`src/rtl/cmd_dispatch_pkg.sv`:
```
// Shared definitions for the command dispatcher: FSM encodings, error codes,
// target field geometry and the target-extraction macro.
`ifndef CMD_DISPATCH_PKG_SV
`define CMD_DISPATCH_PKG_SV

// Pulls the 4-bit target index out of a command word whose field starts at lsb.
`define CMD_DISPATCH_TGT(word, lsb) word[(lsb) +: cmd_dispatch_pkg::TGT_W]

package cmd_dispatch_pkg;

  // Width of the target index field inside a command word.
  localparam int TGT_W = 4;

  // Low half-word of the response when the target index is out of range.
  localparam logic [15:0] ERR_BAD_TGT = 16'hBAD0;
  // Low half-word of the response when the target never signals done.
  localparam logic [15:0] ERR_TIMEOUT = 16'hBAD1;

  typedef enum logic [2:0] {
    S_IDLE   = 3'd0,
    S_RD_CMD = 3'd1,
    S_EXE    = 3'd2,
    S_HOLD   = 3'd3,
    S_WR_RSP = 3'd4
  } state_t;

endpackage

`endif

```
`src/rtl/cmd_dispatch_if.sv`:
```
// Bus bundle between the dispatcher, its command/response FIFOs and targets.
interface cmd_dispatch_if #(
  parameter int DATA_W = 32,
  parameter int N_TGT  = 4
);
  logic [DATA_W-1:0]       cmd_data;
  logic                    cmd_waitreq;
  logic                    cmd_rdreq;
  logic [DATA_W-1:0]       rsp_data;
  logic                    rsp_wrreq;
  logic                    rsp_waitreq;
  logic [DATA_W-1:0]       tgt_cmd;
  logic [N_TGT-1:0]        tgt_run;
  logic [N_TGT-1:0]        tgt_done;
  logic [N_TGT*DATA_W-1:0] tgt_rsp;

  // Dispatcher side.
  modport master (
    input  cmd_data, cmd_waitreq, rsp_waitreq, tgt_done, tgt_rsp,
    output cmd_rdreq, rsp_data, rsp_wrreq, tgt_cmd, tgt_run
  );

  // FIFO / target side.
  modport slave (
    output cmd_data, cmd_waitreq, rsp_waitreq, tgt_done, tgt_rsp,
    input  cmd_rdreq, rsp_data, rsp_wrreq, tgt_cmd, tgt_run
  );
endinterface

```
`src/rtl/cmd_dispatch_timer.sv`:
```
// Execution watchdog: counts enabled cycles since the last clear and flags the
// cycle in which the LIMIT-th enabled cycle is being spent.
module dispatch_timer #(
  parameter int unsigned LIMIT = 1023
) (
  input  logic clk,
  input  logic rst_n,
  input  logic clr,
  input  logic en,
  output logic tc
);
  localparam logic [15:0] LAST = 16'(LIMIT - 1);

  logic [15:0] cnt_q, cnt_d;

  // Next count: clear wins, otherwise count up while enabled without wrapping.
  always_comb begin
    cnt_d = cnt_q;
    if (clr) begin
      cnt_d = '0;
    end else if (en && (cnt_q != 16'hFFFF)) begin
      cnt_d = cnt_q + 16'd1;
    end
  end

  // Count register.
  always_ff @(posedge clk or negedge rst_n) begin
    if (!rst_n) begin
      cnt_q <= '0;
    end else begin
      cnt_q <= cnt_d;
    end
  end

  assign tc = en && (cnt_q == LAST);
endmodule

```
`src/rtl/cmd_dispatch.sv`:
```
// Command dispatcher: pops one command, runs the addressed target until it
// finishes or times out, then pushes exactly one response word.
module cmd_dispatch
  import cmd_dispatch_pkg::*;
#(
  parameter int DATA_W  = 32,
  parameter int N_TGT   = 4,
  parameter int TGT_LSB = 28,
  parameter int TIMEOUT = 1023
) (
  input  logic           clk,
  input  logic           rst_n,
  cmd_dispatch_if.master bus,
  output logic [15:0]    cmd_cnt,
  output logic [15:0]    err_cnt,
  output logic           busy
);
  localparam logic [TGT_W:0] N_TGT_L = (TGT_W + 1)'(N_TGT);

  state_t              state_q, state_d;
  logic [DATA_W-1:0]   tgt_cmd_q, tgt_cmd_d;
  logic [DATA_W-1:0]   rsp_data_q, rsp_data_d;
  logic                err_q, err_d;
  logic [15:0]         cmd_cnt_q, cmd_cnt_d;
  logic [15:0]         err_cnt_q, err_cnt_d;

  logic [TGT_W-1:0]    tgt;
  logic                tgt_ok;
  logic [N_TGT-1:0]    tgt_sel;
  logic [DATA_W-1:0]   rsp_slice [N_TGT];
  logic [DATA_W-1:0]   rsp_sel;
  logic [DATA_W-1:0]   err_hdr;
  logic                done_hit;
  logic                tmr_clr, tmr_en, tmr_tc;

  logic                cmd_rdreq_o, rsp_wrreq_o, busy_o;
  logic [N_TGT-1:0]    tgt_run_o;

  assign tgt    = `CMD_DISPATCH_TGT(tgt_cmd_q, TGT_LSB);
  assign tgt_ok = {1'b0, tgt} < N_TGT_L;

  // Per-target decode of the latched command and slicing of the response bus.
  for (genvar gi = 0; gi < N_TGT; gi++) begin : g_tgt
    assign tgt_sel[gi]   = tgt_ok && (tgt == TGT_W'(gi));
    assign rsp_slice[gi] = bus.tgt_rsp[gi*DATA_W +: DATA_W];
  end

  // Only the addressed target's done counts; the rest are ignored.
  assign done_hit = |(tgt_sel & bus.tgt_done);

  // Response word from the addressed target (tgt_sel is one-hot or zero).
  always_comb begin
    rsp_sel = '0;
    for (int t = 0; t < N_TGT; t++) begin
      if (tgt_sel[t]) begin
        rsp_sel = rsp_slice[t];
      end
    end
  end

  // Error responses carry the offending target index in the top nibble.
  always_comb begin
    err_hdr = '0;
    err_hdr[DATA_W-1 -: TGT_W] = tgt;
  end

  // The watchdog restarts on every visit to S_EXE.
  assign tmr_en  = (state_q == S_EXE);
  assign tmr_clr = (state_q != S_EXE);

  dispatch_timer #(
    .LIMIT (TIMEOUT)
  ) u_timer (
    .clk   (clk),
    .rst_n (rst_n),
    .clr   (tmr_clr),
    .en    (tmr_en),
    .tc    (tmr_tc)
  );

  // FSM state register.
  always_ff @(posedge clk or negedge rst_n) begin
    if (!rst_n) begin
      state_q <= S_IDLE;
    end else begin
      state_q <= state_d;
    end
  end

  // FSM next-state logic; done takes priority over the watchdog.
  always_comb begin
    state_d = state_q;
    case (state_q)
      S_IDLE:   if (!bus.cmd_waitreq) state_d = S_RD_CMD;
      S_RD_CMD: state_d = S_EXE;
      S_EXE: begin
        if (!tgt_ok || done_hit || tmr_tc) begin
          state_d = S_HOLD;
        end
      end
      S_HOLD:   if (!bus.rsp_waitreq) state_d = S_WR_RSP;
      S_WR_RSP: state_d = S_IDLE;
      default:  state_d = S_IDLE;
    endcase
  end

  // FSM outputs decoded from the current state.
  always_comb begin
    cmd_rdreq_o = 1'b0;
    rsp_wrreq_o = 1'b0;
    tgt_run_o   = '0;
    busy_o      = (state_q != S_IDLE);
    case (state_q)
      S_RD_CMD: cmd_rdreq_o = 1'b1;
      S_EXE:    tgt_run_o   = tgt_sel;
      S_WR_RSP: rsp_wrreq_o = 1'b1;
      default:  ;
    endcase
  end

  // Datapath: command latch, response capture and saturating statistics.
  always_comb begin
    tgt_cmd_d  = tgt_cmd_q;
    rsp_data_d = rsp_data_q;
    err_d      = err_q;
    cmd_cnt_d  = cmd_cnt_q;
    err_cnt_d  = err_cnt_q;
    case (state_q)
      S_RD_CMD: tgt_cmd_d = bus.cmd_data;
      S_EXE: begin
        if (!tgt_ok) begin
          rsp_data_d        = err_hdr;
          rsp_data_d[15:0]  = ERR_BAD_TGT;
          err_d             = 1'b1;
        end else if (done_hit) begin
          rsp_data_d        = rsp_sel;
          err_d             = 1'b0;
        end else if (tmr_tc) begin
          rsp_data_d        = err_hdr;
          rsp_data_d[15:0]  = ERR_TIMEOUT;
          err_d             = 1'b1;
        end
      end
      S_WR_RSP: begin
        if (cmd_cnt_q != 16'hFFFF) cmd_cnt_d = cmd_cnt_q + 16'd1;
        if (err_q && (err_cnt_q != 16'hFFFF)) err_cnt_d = err_cnt_q + 16'd1;
      end
      default: ;
    endcase
  end

  // Datapath registers.
  always_ff @(posedge clk or negedge rst_n) begin
    if (!rst_n) begin
      tgt_cmd_q  <= '0;
      rsp_data_q <= '0;
      err_q      <= 1'b0;
      cmd_cnt_q  <= '0;
      err_cnt_q  <= '0;
    end else begin
      tgt_cmd_q  <= tgt_cmd_d;
      rsp_data_q <= rsp_data_d;
      err_q      <= err_d;
      cmd_cnt_q  <= cmd_cnt_d;
      err_cnt_q  <= err_cnt_d;
    end
  end

  assign bus.cmd_rdreq = cmd_rdreq_o;
  assign bus.rsp_wrreq = rsp_wrreq_o;
  assign bus.tgt_run   = tgt_run_o;
  assign bus.tgt_cmd   = tgt_cmd_q;
  assign bus.rsp_data  = rsp_data_q;
  assign cmd_cnt       = cmd_cnt_q;
  assign err_cnt       = err_cnt_q;
  assign busy          = busy_o;
endmodule

```
`src/flat_wrapper.sv`:
```
// flat-port wrapper written by rule: the top's interface ports become plain ports
module cmd_dispatch_flat import cmd_dispatch_pkg::*;
#(
  parameter int DATA_W  = 32,
  parameter int N_TGT   = 4,
  parameter int TGT_LSB = 28,
  parameter int TIMEOUT = 1023
)
  (clk, rst_n, cmd_cnt, err_cnt, busy, bus_cmd_data, bus_cmd_waitreq, bus_rsp_waitreq, bus_tgt_done, bus_tgt_rsp, bus_cmd_rdreq, bus_rsp_data, bus_rsp_wrreq, bus_tgt_cmd, bus_tgt_run);
  cmd_dispatch_if #(.DATA_W(DATA_W), .N_TGT(N_TGT)) bus_i ();
  input  logic clk;
  input  logic rst_n;
  output logic [15:0] cmd_cnt;
  output logic [15:0] err_cnt;
  output logic busy;
  input wire logic [$bits(bus_i.cmd_data)-1:0] bus_cmd_data;
  input wire logic [$bits(bus_i.cmd_waitreq)-1:0] bus_cmd_waitreq;
  input wire logic [$bits(bus_i.rsp_waitreq)-1:0] bus_rsp_waitreq;
  input wire logic [$bits(bus_i.tgt_done)-1:0] bus_tgt_done;
  input wire logic [$bits(bus_i.tgt_rsp)-1:0] bus_tgt_rsp;
  output wire logic [$bits(bus_i.cmd_rdreq)-1:0] bus_cmd_rdreq;
  output wire logic [$bits(bus_i.rsp_data)-1:0] bus_rsp_data;
  output wire logic [$bits(bus_i.rsp_wrreq)-1:0] bus_rsp_wrreq;
  output wire logic [$bits(bus_i.tgt_cmd)-1:0] bus_tgt_cmd;
  output wire logic [$bits(bus_i.tgt_run)-1:0] bus_tgt_run;
  assign bus_i.cmd_data = bus_cmd_data;
  assign bus_i.cmd_waitreq = bus_cmd_waitreq;
  assign bus_i.rsp_waitreq = bus_rsp_waitreq;
  assign bus_i.tgt_done = bus_tgt_done;
  assign bus_i.tgt_rsp = bus_tgt_rsp;
  assign bus_cmd_rdreq = bus_i.cmd_rdreq;
  assign bus_rsp_data = bus_i.rsp_data;
  assign bus_rsp_wrreq = bus_i.rsp_wrreq;
  assign bus_tgt_cmd = bus_i.tgt_cmd;
  assign bus_tgt_run = bus_i.tgt_run;
  cmd_dispatch #(.DATA_W(DATA_W), .N_TGT(N_TGT), .TGT_LSB(TGT_LSB), .TIMEOUT(TIMEOUT)) u_core (.clk(clk), .rst_n(rst_n), .bus(bus_i), .cmd_cnt(cmd_cnt), .err_cnt(err_cnt), .busy(busy));
endmodule
```
`config.mk`:
```
export PLATFORM = sky130hd
export DESIGN_NAME = cmd_dispatch_flat
export DESIGN_NICKNAME = d
export VERILOG_FILES = /design/src/rtl/cmd_dispatch_pkg.sv /design/src/rtl/cmd_dispatch_if.sv /design/src/rtl/cmd_dispatch_timer.sv /design/src/rtl/cmd_dispatch.sv /design/src/flat_wrapper.sv
export SDC_FILE = /design/constraint.sdc
export NUM_CORES = 1
export LEC_CHECK = 0
export BUFFER_PORTS_ARGS = -buffer_cell sky130_fd_sc_hd__buf_2
export CORE_MARGIN = 3
export CORE_UTILIZATION = 36
export DETAILED_ROUTE_END_ITERATION = 16
export PLACE_DENSITY = 0.6
export SETUP_SLACK_MARGIN = 0.5
export SLEW_MARGIN = 20
export SYNTH_ARGS = -nofsm -noshare
export SYNTH_HDL_FRONTEND = slang
export SYNTH_SLANG_ARGS = --single-unit
```
`constraint.sdc`:
```
create_clock -name clk -period 2.65 [get_ports clk]
set_clock_uncertainty 0.15 [all_clocks]
set_input_delay 0.1325 -clock clk [delete_from_list [all_inputs] [get_ports clk]]
set_output_delay 0.1325 -clock clk [all_outputs]
set_load 0.05 [all_outputs]
```
==> flow_metrics.py, run 1 <==
metrics = {
    "grt": {
        "grt_overflow_total": 0,
        "antenna_found_initial": 2,
        "grt_use_total": 0.2109,
        "grt_pass1_wl_um": 30160,
        "grt_pass1_vias": 5663,
        "grt_start_max_net_pins": 51,
    },
    "routing": {
        "vias_per_cell": 5.035,
        "drt_iter0_drc": 260,
        "drc_errors": 0,
        "dr.pass1.iters": 5,
        "drt_wl_total_um": 18810,
        "wl_per_cell_um": 17.88,
        "ant_nets": 0,
        "vias": 5297,
    },
    "logic_synthesis": {
        "synthAdderAreaFrac": 0.008400,
        "netlist_area_um2": 5958,
        "yosysWarningCount": 0,
        "synth.most_common_cell": "dfrtp_1",
        "yosys.area_share.simple": 0.1298,
        "muxShareOfSynthArea": 0.1932,
        "synth_cell_type_count": 46,
        "syn_avg_cell_area_um2": 12.18,
        "synthTopCellsByCount": "dfrtp_1, mux2_2, nand2_1",
        "synth_compound_area_frac": 0.09513,
        "synth_area_leader_cell": "dfrtp_1",
        "ys_ff_latch": 116,
        "synth-xor-area-share": 0.05880,
        "syn_inst": 489,
        "synth-edff-count": 0,
        "synthArstFlopShare": 1.000,
        "synth.area.top_cells": "dfrtp_1, mux4_2, mux2_2",
        "synth_top_family_by_area": "multiplexers",
        "ys.flop_type": "dfrtp_1",
        "synth_top_area_frac": 0.4872,
        "yosysSeqAreaShare": 0.4872,
        "syn_nets": 661,
    },
    "placement": {
        "dpl.hpwl_um": 14280,
        "gp_congestion": 0.8706,
        "io_buffers": 270,
        "dp.cells": 965,
    },
    "power": {
        "clock_power_share": 0.229,
        "power.switching_mw": 4.482,
        "pwr-share-comb": 0.512,
        "leakage_nw": 4.160,
        "seqPwrFrac": 0.259,
        "ir_drop_mv": 0.8460,
        "switching_share": 0.4399,
        "power_mw": 10.19,
        "intPower_mw": 5.707,
        "powerDensity_nw_per_um2": 1150,
    },
    "die": {
        "dieArea_um2": 18130,
        "rows": 46,
        "core_area_um2": 16060,
        "fp.dieH_um": 134.7,
        "start_util": 0.3710,
        "fp.dieW_um": 134.7,
        "io_pins": 271,
    },
    "timing": {
        "fin_setup_tns_ns": 0,
        "fmax_ghz": 0.4749,
        "finalCriticalPeriod_ns": 2.106,
        "timing.hold.ws_ns": 0.01359,
        "post-route-period-util": 0.7946,
        "slew_violations": 0,
        "rsz0062_at_grt": "yes",
        "worstMarginPinSlew_ns": 0.5303,
        "relSlewSlack": 0.6465,
        "hold_violations": 0,
        "finalSetupViolations": 0,
    },
    "cells_and_area": {
        "drive_above_1_share": 0.5216,
        "utilization": 0.5516,
        "stdcell_count": 1052,
        "num-fill-cells": 1398,
        "area_growth_syn_to_layout_pct": 48.66,
        "nets": 993,
    },
    "setup_path": {
        "path_buf_inv": 2,
        "max_stage_delay_ns": 0.41,
        "path_cells": "inv_1, ha_1, nor4b_2, nand2_1, or3_4, a21oi_4, buf_8, mux2i_1",
        "end_kind": "register",
        "critPathLaunchType": "register",
        "cp_slowest_cell": "dfrtp_1",
        "worst-setup-path-type": "reg2reg",
        "crit_required_ns": 2.83,
        "cp_max_fo": 10,
        "crit_family": "simple AND/OR/NAND/NOR gates",
        "worstPathArrival_ns": 2.29,
    },
    "clock_network": {
        "numCtsBuffers": 17,
        "cts_tree": "done",
        "clkLatencyLatePin_ns": 0.41,
        "ctsLongestPathBuffers": 2,
        "clk_pin_slew_ns": 0.06,
        "cts.sinks": 116,
        "cts_root_buf": "clkbuf_16",
        "htreeDepth": 4,
    },
    "min_path": {
        "hold_class": "in2reg",
    },
    "run": {
        "cap_violations": 0,
    },
    "run_status": {
        "outcome": "finished clean",
    },
}
-- cell type report --
| class | count | area [µm²] | area share |
|---|---|---|---|
| Multi-Input combinational cell | 341 | 3027 | 0.3417 |
| Sequential cell | 116 | 2910 | 0.3286 |
| Timing Repair Buffer | 335 | 2001 | 0.2259 |
| Clock buffer | 20 | 446.7 | 0.05043 |
| Tap cell | 216 | 270.3 | 0.03051 |
| Clock inverter | 12 | 153.9 | 0.01738 |
| Inverter | 10 | 43.79 | 0.004944 |
| Antenna cell | 2 | 5.005 | 0.0005651 |
-- worst paths after layout --
check | slack, ns | cells past startpoint | to | startpoint
setup reg to reg | 0.54 | 8 | u_core.bus.rsp_data[31]$_DFFE_PN0P_ | u_core.u_timer.cnt_q[0]$_DFFE_PN0P_
max in group asynchronous | 1.46 | 3 | u_core.bus.tgt_cmd[31]$_DFFE_PN0P_ | rst_n
min in group asynchronous | 0.09 | 2 | u_core.cmd_cnt[9]$_DFFE_PN0P_ | rst_n
hold / removal | 0.01 | 3 | u_core.bus.rsp_data[20]$_DFFE_PN0P_ | bus_tgt_rsp[52]
hold reg to reg | 0.33 | 1 | u_core.cmd_cnt[11]$_DFFE_PN0P_ | u_core.cmd_cnt[11]$_DFFE_PN0P_
setup / recovery | 0.54 | 8 | u_core.bus.rsp_data[31]$_DFFE_PN0P_ | u_core.u_timer.cnt_q[0]$_DFFE_PN0P_
-- routing by layer --
| layer | part of all wire | up-vias | GRT usage |
|---|---|---|---|
| met4 | 0.025 | 0 | 0.07410 |
| met2 | 0.52 | 194 | 0.3577 |
| met3 | 0.063 | 35 | 0.06222 |
| met1 | 0.39 | 2581 | 0.2566 |
| li1 | - | 2487 | - |
| met5 | 0 | - | 0 |
-- tightest hold or removal path: stages --
cell and delay [ns]:
buf_2 0.09, mux4_2 0.22, a22o_1 0.11
-- registers in the layout, summed over array words and instances, names as in the netlist --
| register | count |
|---|---|
| u_core.bus.rsp_data | 32 |
| u_core.bus.tgt_cmd | 32 |
| u_core.cmd_cnt | 16 |
| u_core.err_cnt | 16 |
| u_core.u_timer.cnt_q | 16 |
| u_core.state_q | 3 |
| u_core.err_q | 1 |
-- logic make-up after synthesis --
| family | Yosys count |
|---|---|
| xor gates and xnor gates | 40 |
| and+or+nand+nor | 151 |
| muxes | 77 |
| buffers and inverters | 34 |
| adders and majority gates | 4 |
| AOI/OAI and AO/OA | 67 |
| DFF | 116 |
-- stage by stage --
| step | setup slack (ns) | instance area, µm² |
|---|---|---|
| finish | 0.5444 | 8857 |
| global route | 0.4549 | 8857 |
| CTS | 0.4732 | 8743 |
| detailed placement | 0.2320 | 7640 |
| global placement | 0.2768 | 7640 |
| floorplan | 0.5201 | 6021 |
-- repair_timing --
action,CTS,global route
hold buffers,42,0
endpoints found under the setup margin,42,48
gates cloned,1,1
setup buffers,2,7
pin swaps,2,2
hold endpoints to repair,91,0
resized for setup,16,14
-- layout by cell type (no fill, tap or decap), types with 3 or more instances in the layout --
cell type      instances
or3_1                 14
nor3_1                 5
nand2_1               42
o2bb2ai_1              6
mux4_2                26
bufinv_16              3
clkbuf_16             17
mux2i_1                7
xor2_1                10
dlygate4sd3_1         42
a21oi_1                8
a22o_1                13
xnor2_1               30
clkinv_2               3
and4_1                 5
clkinvlp_4             4
a31oi_1                4
mux2_2                42
buf_2                264
a211oi_1               7
and3_1                 7
o22ai_1                6
o31ai_1                3
a2bb2oi_2              9
o21ai_0                5
buf_4                 22
nand4_1               10
nand3_1               22
inv_1                  8
dfrtp_1              110
nor2_1                24
ha_1                   4
dfrtp_2                6
-- power groups by stage --
stage	sequential, mW	clock [mW]	combinational, mW
after floorplan	4.12	0	2.26
after global placement	2.69	0	4.79
after detailed placement	2.71	0	4.86
after CTS	2.67	2.39	5.06
after global routing	2.71	2.48	5.54
final	2.64	2.33	5.22
Power figures use the tool's default switching activity.
==> inputs of run 2 (changes only) <==
Settings changed: ABC_AREA set to 1, PLACE_DENSITY 0.6 to 0.59.
Clock period 2.65 ns to 2.1 ns, I/O delays scaled along.
==> run 2 against run 1 <==
Compared with the run above:
- first-iteration DRC count is 94% higher
- register-to-register slack lost 0.35 ns
- sequential power rose by 28%
- power increased by 59%
- via count rose by 53%
- final cell count grew 54%
- global-route usage is 4.8 points higher
- worst hold slack got worse by 0.012 ns
- die area rose by 9.0%
- cell area is 33% higher
- critical path type is now reg2out
- largest cell class is now buffers
- highest routed layer unchanged
==> flow_metrics.py, run 2 <==
metrics = {
    "routing": {
        "wl_per_cell_um": 17.02,
        "vias_per_cell": 4.995,
        "dr.pass1.iters": 5,
        "drc_errors": 0,
        "drt_iter0_drc": 504,
        "vias": 8112,
        "drt_wl_total_um": 27640,
        "ant_nets": 0,
    },
    "setup_path": {
        "cp_max_fo": 6,
        "r2r_slack_ns": 0.19,
        "worst-setup-path-type": "reg2out",
        "crit_required_ns": 1.85,
        "end_kind": "output port",
        "worstPathArrival_ns": 1.67,
        "critPathLaunchType": "register",
    },
    "die": {
        "dieArea_um2": 19760,
        "fp.dieW_um": 140.6,
        "rows": 48,
        "fp.dieH_um": 140.6,
        "io_pins": 271,
        "start_util": 0.3717,
        "core_area_um2": 17540,
    },
    "logic_synthesis": {
        "synth-edff-count": 0,
        "yosysSeqAreaShare": 0.4453,
        "ys.flop_type": "dfrtp_1",
        "synth_cell_type_count": 33,
        "synthArstFlopShare": 1.000,
        "ys_ff_latch": 116,
        "synthAdderAreaFrac": 0.007678,
        "syn_avg_cell_area_um2": 7.219,
        "syn_inst": 903,
        "synth_compound_area_frac": 0.05432,
        "netlist_area_um2": 6519,
        "synth_area_leader_cell": "dfrtp_1",
        "yosysWarningCount": 0,
        "synth_top_area_frac": 0.4453,
        "synth.most_common_cell": "nand2_1",
        "synth-xor-area-share": 0.02956,
        "synth_top_family_by_area": "simple AND/OR/NAND/NOR gates",
        "yosys.area_share.simple": 0.3958,
        "syn_nets": 1075,
        "synth.area.top_cells": "dfrtp_1, nand2_1, nand3_1",
        "synthTopCellsByCount": "nand2_1, nand3_1, dfrtp_1",
        "muxShareOfSynthArea": 0,
    },
    "clock_network": {
        "cts_root_buf": "clkbuf_16",
        "cts_tree": "done",
        "clkLatencyLatePin_ns": 0.42,
        "htreeDepth": 4,
        "cts.sinks": 116,
        "ctsLongestPathBuffers": 2,
        "clk_pin_slew_ns": 0.06,
        "numCtsBuffers": 17,
    },
    "grt": {
        "grt_start_max_net_pins": 117,
        "antenna_found_initial": 0,
        "grt_use_total": 0.2592,
        "grt_overflow_total": 0,
        "grt_pass1_vias": 7993,
        "grt_pass1_wl_um": 40860,
    },
    "timing": {
        "fin_setup_tns_ns": 0,
        "post-route-period-util": 0.9158,
        "finalCriticalPeriod_ns": 1.923,
        "hold_violations": 0,
        "rsz0062_at_grt": "yes",
        "fmax_ghz": 0.5200,
        "worstMarginPinSlew_ns": 0.6887,
        "finalSetupViolations": 0,
        "slew_violations": 0,
        "relSlewSlack": 0.5408,
    },
    "cells_and_area": {
        "mostFrequentLayoutCells": "nand2_1, buf_2, dlygate4sd3_1",
        "drive_above_1_share": 0.4074,
        "antenna_cells": 0,
        "mostFrequentLayoutCell": "nand2_1",
        "area_growth_syn_to_layout_pct": 80.73,
        "stdcell_count": 1624,
        "nets": 1558,
    },
    "power": {
        "leakage_nw": 6.011,
        "powerDensity_nw_per_um2": 1378,
        "ir_drop_mv": 1.147,
    },
    "placement": {
        "gp_congestion": 0.8637,
        "dpl.hpwl_um": 15640,
        "dp.cells": 1382,
        "io_buffers": 270,
    },
    "run_status": {
        "outcome": "finished clean",
    },
    "min_path": {
        "hold_class": "in2reg",
    },
    "run": {
        "cap_violations": 0,
    },
}
[run 2: changes by cell type after synthesis, sizes merged, moves of 33 or more]
cell	change
nand2	+299
mux2	-44
nand3	+104
o21ai	+33
inv	+60
nor2	+56
[run 2: stage by stage]
step	util	setup slack, ns	instance area (µm²)	hold slack, ns	power (mW)
global route	0.6718	0.09571	11780	0.04597	17.04
CTS	0.6311	0.1937	11070	0.002878	15.06
floorplan	-	0.2096	6825	-0.3406	8.560
detailed placement	0.4790	0.1030	8401	0.1084	10.32
finish	0.6718	0.1769	11780	0.001337	16.23
global placement	0.4790	0.1301	8401	0.1048	10.27
[run 2: critical path: stages (launching register included)]
cell	delay [ns]
dfrtp_2	0.42
nor2_4	0.14
buf_12	0.13
buf_8	0.13
nand2_8	0.07
nor3_4	0.16
buf_6	0.18
[run 2: logic make-up after synthesis]
kind of cell             Yosys count
AO/OA/AOI/OAI                     60
adder cells (fa/ha/maj)            4
XOR/XNOR                          22
AND/OR/NAND/NOR                  595
buffers and inverters            106
flip-flops                       116
[run 2: power by group]
part / leakage [nW] / total, mW / switching, mW / internal (mW)
Combinational: 4.24 / 9.88 / 6.28 / 3.60
Sequential: 1.49 / 3.38 / 0.454 / 2.92
Clock: 0.285 / 2.97 / 1.08 / 1.89
Total: 6.01 / 16.2 / 7.82 / 8.41
[run 2: timing repair]
item / in CTS / in global routing
pin swaps: 27 / 45
hold buffers: 114 / 0
setup endpoints to repair: 88 / 120
resized for setup: 103 / 84
hold endpoints to repair: 173 / 0
cloned: 7 / 9
buffers inserted: 48 / 32
[run 2: layout make-up]
type                    count  area [µm²]
well taps                 225       281.5
flip-flops and latches    116        2939
repair inverters            3       28.78
clock buffers              19       442.9
fillers                  1445        5756
inverters                  70       306.5
multi-input cells         685        3795
clock inverters            13       157.7
repair buffers            493        3830
[run 2: path summary, 6_finish.rpt]
check	end	depth (start not counted)	startpoint
setup / recovery	bus_tgt_run[2]	6	u_core.bus.tgt_cmd[30]$_DFFE_PN0P_
hold / removal	u_core.bus.rsp_data[9]$_DFFE_PN0P_	7	bus_tgt_rsp[41]
setup reg to reg	u_core.bus.rsp_data[10]$_DFFE_PN0P_	11	u_core.bus.tgt_cmd[30]$_DFFE_PN0P_
hold reg to reg	u_core.bus.tgt_cmd[19]$_DFFE_PN0P_	2	u_core.bus.tgt_cmd[19]$_DFFE_PN0P_
max in group asynchronous	u_core.err_cnt[8]$_DFFE_PN0P_	3	rst_n
min in group asynchronous	u_core.bus.rsp_data[18]$_DFFE_PN0P_	3	rst_n
[run 2: layer usage]
layer / track usage / wire, µm / vias to the layer above
met5: 0 / 0 / -
met3: 0.05770 / 1848 / 83
li1: - / - / 3893
met1: 0.3152 / 11260 / 3791
met2: 0.4461 / 13610 / 345
met4: 0.1020 / 913 / 0
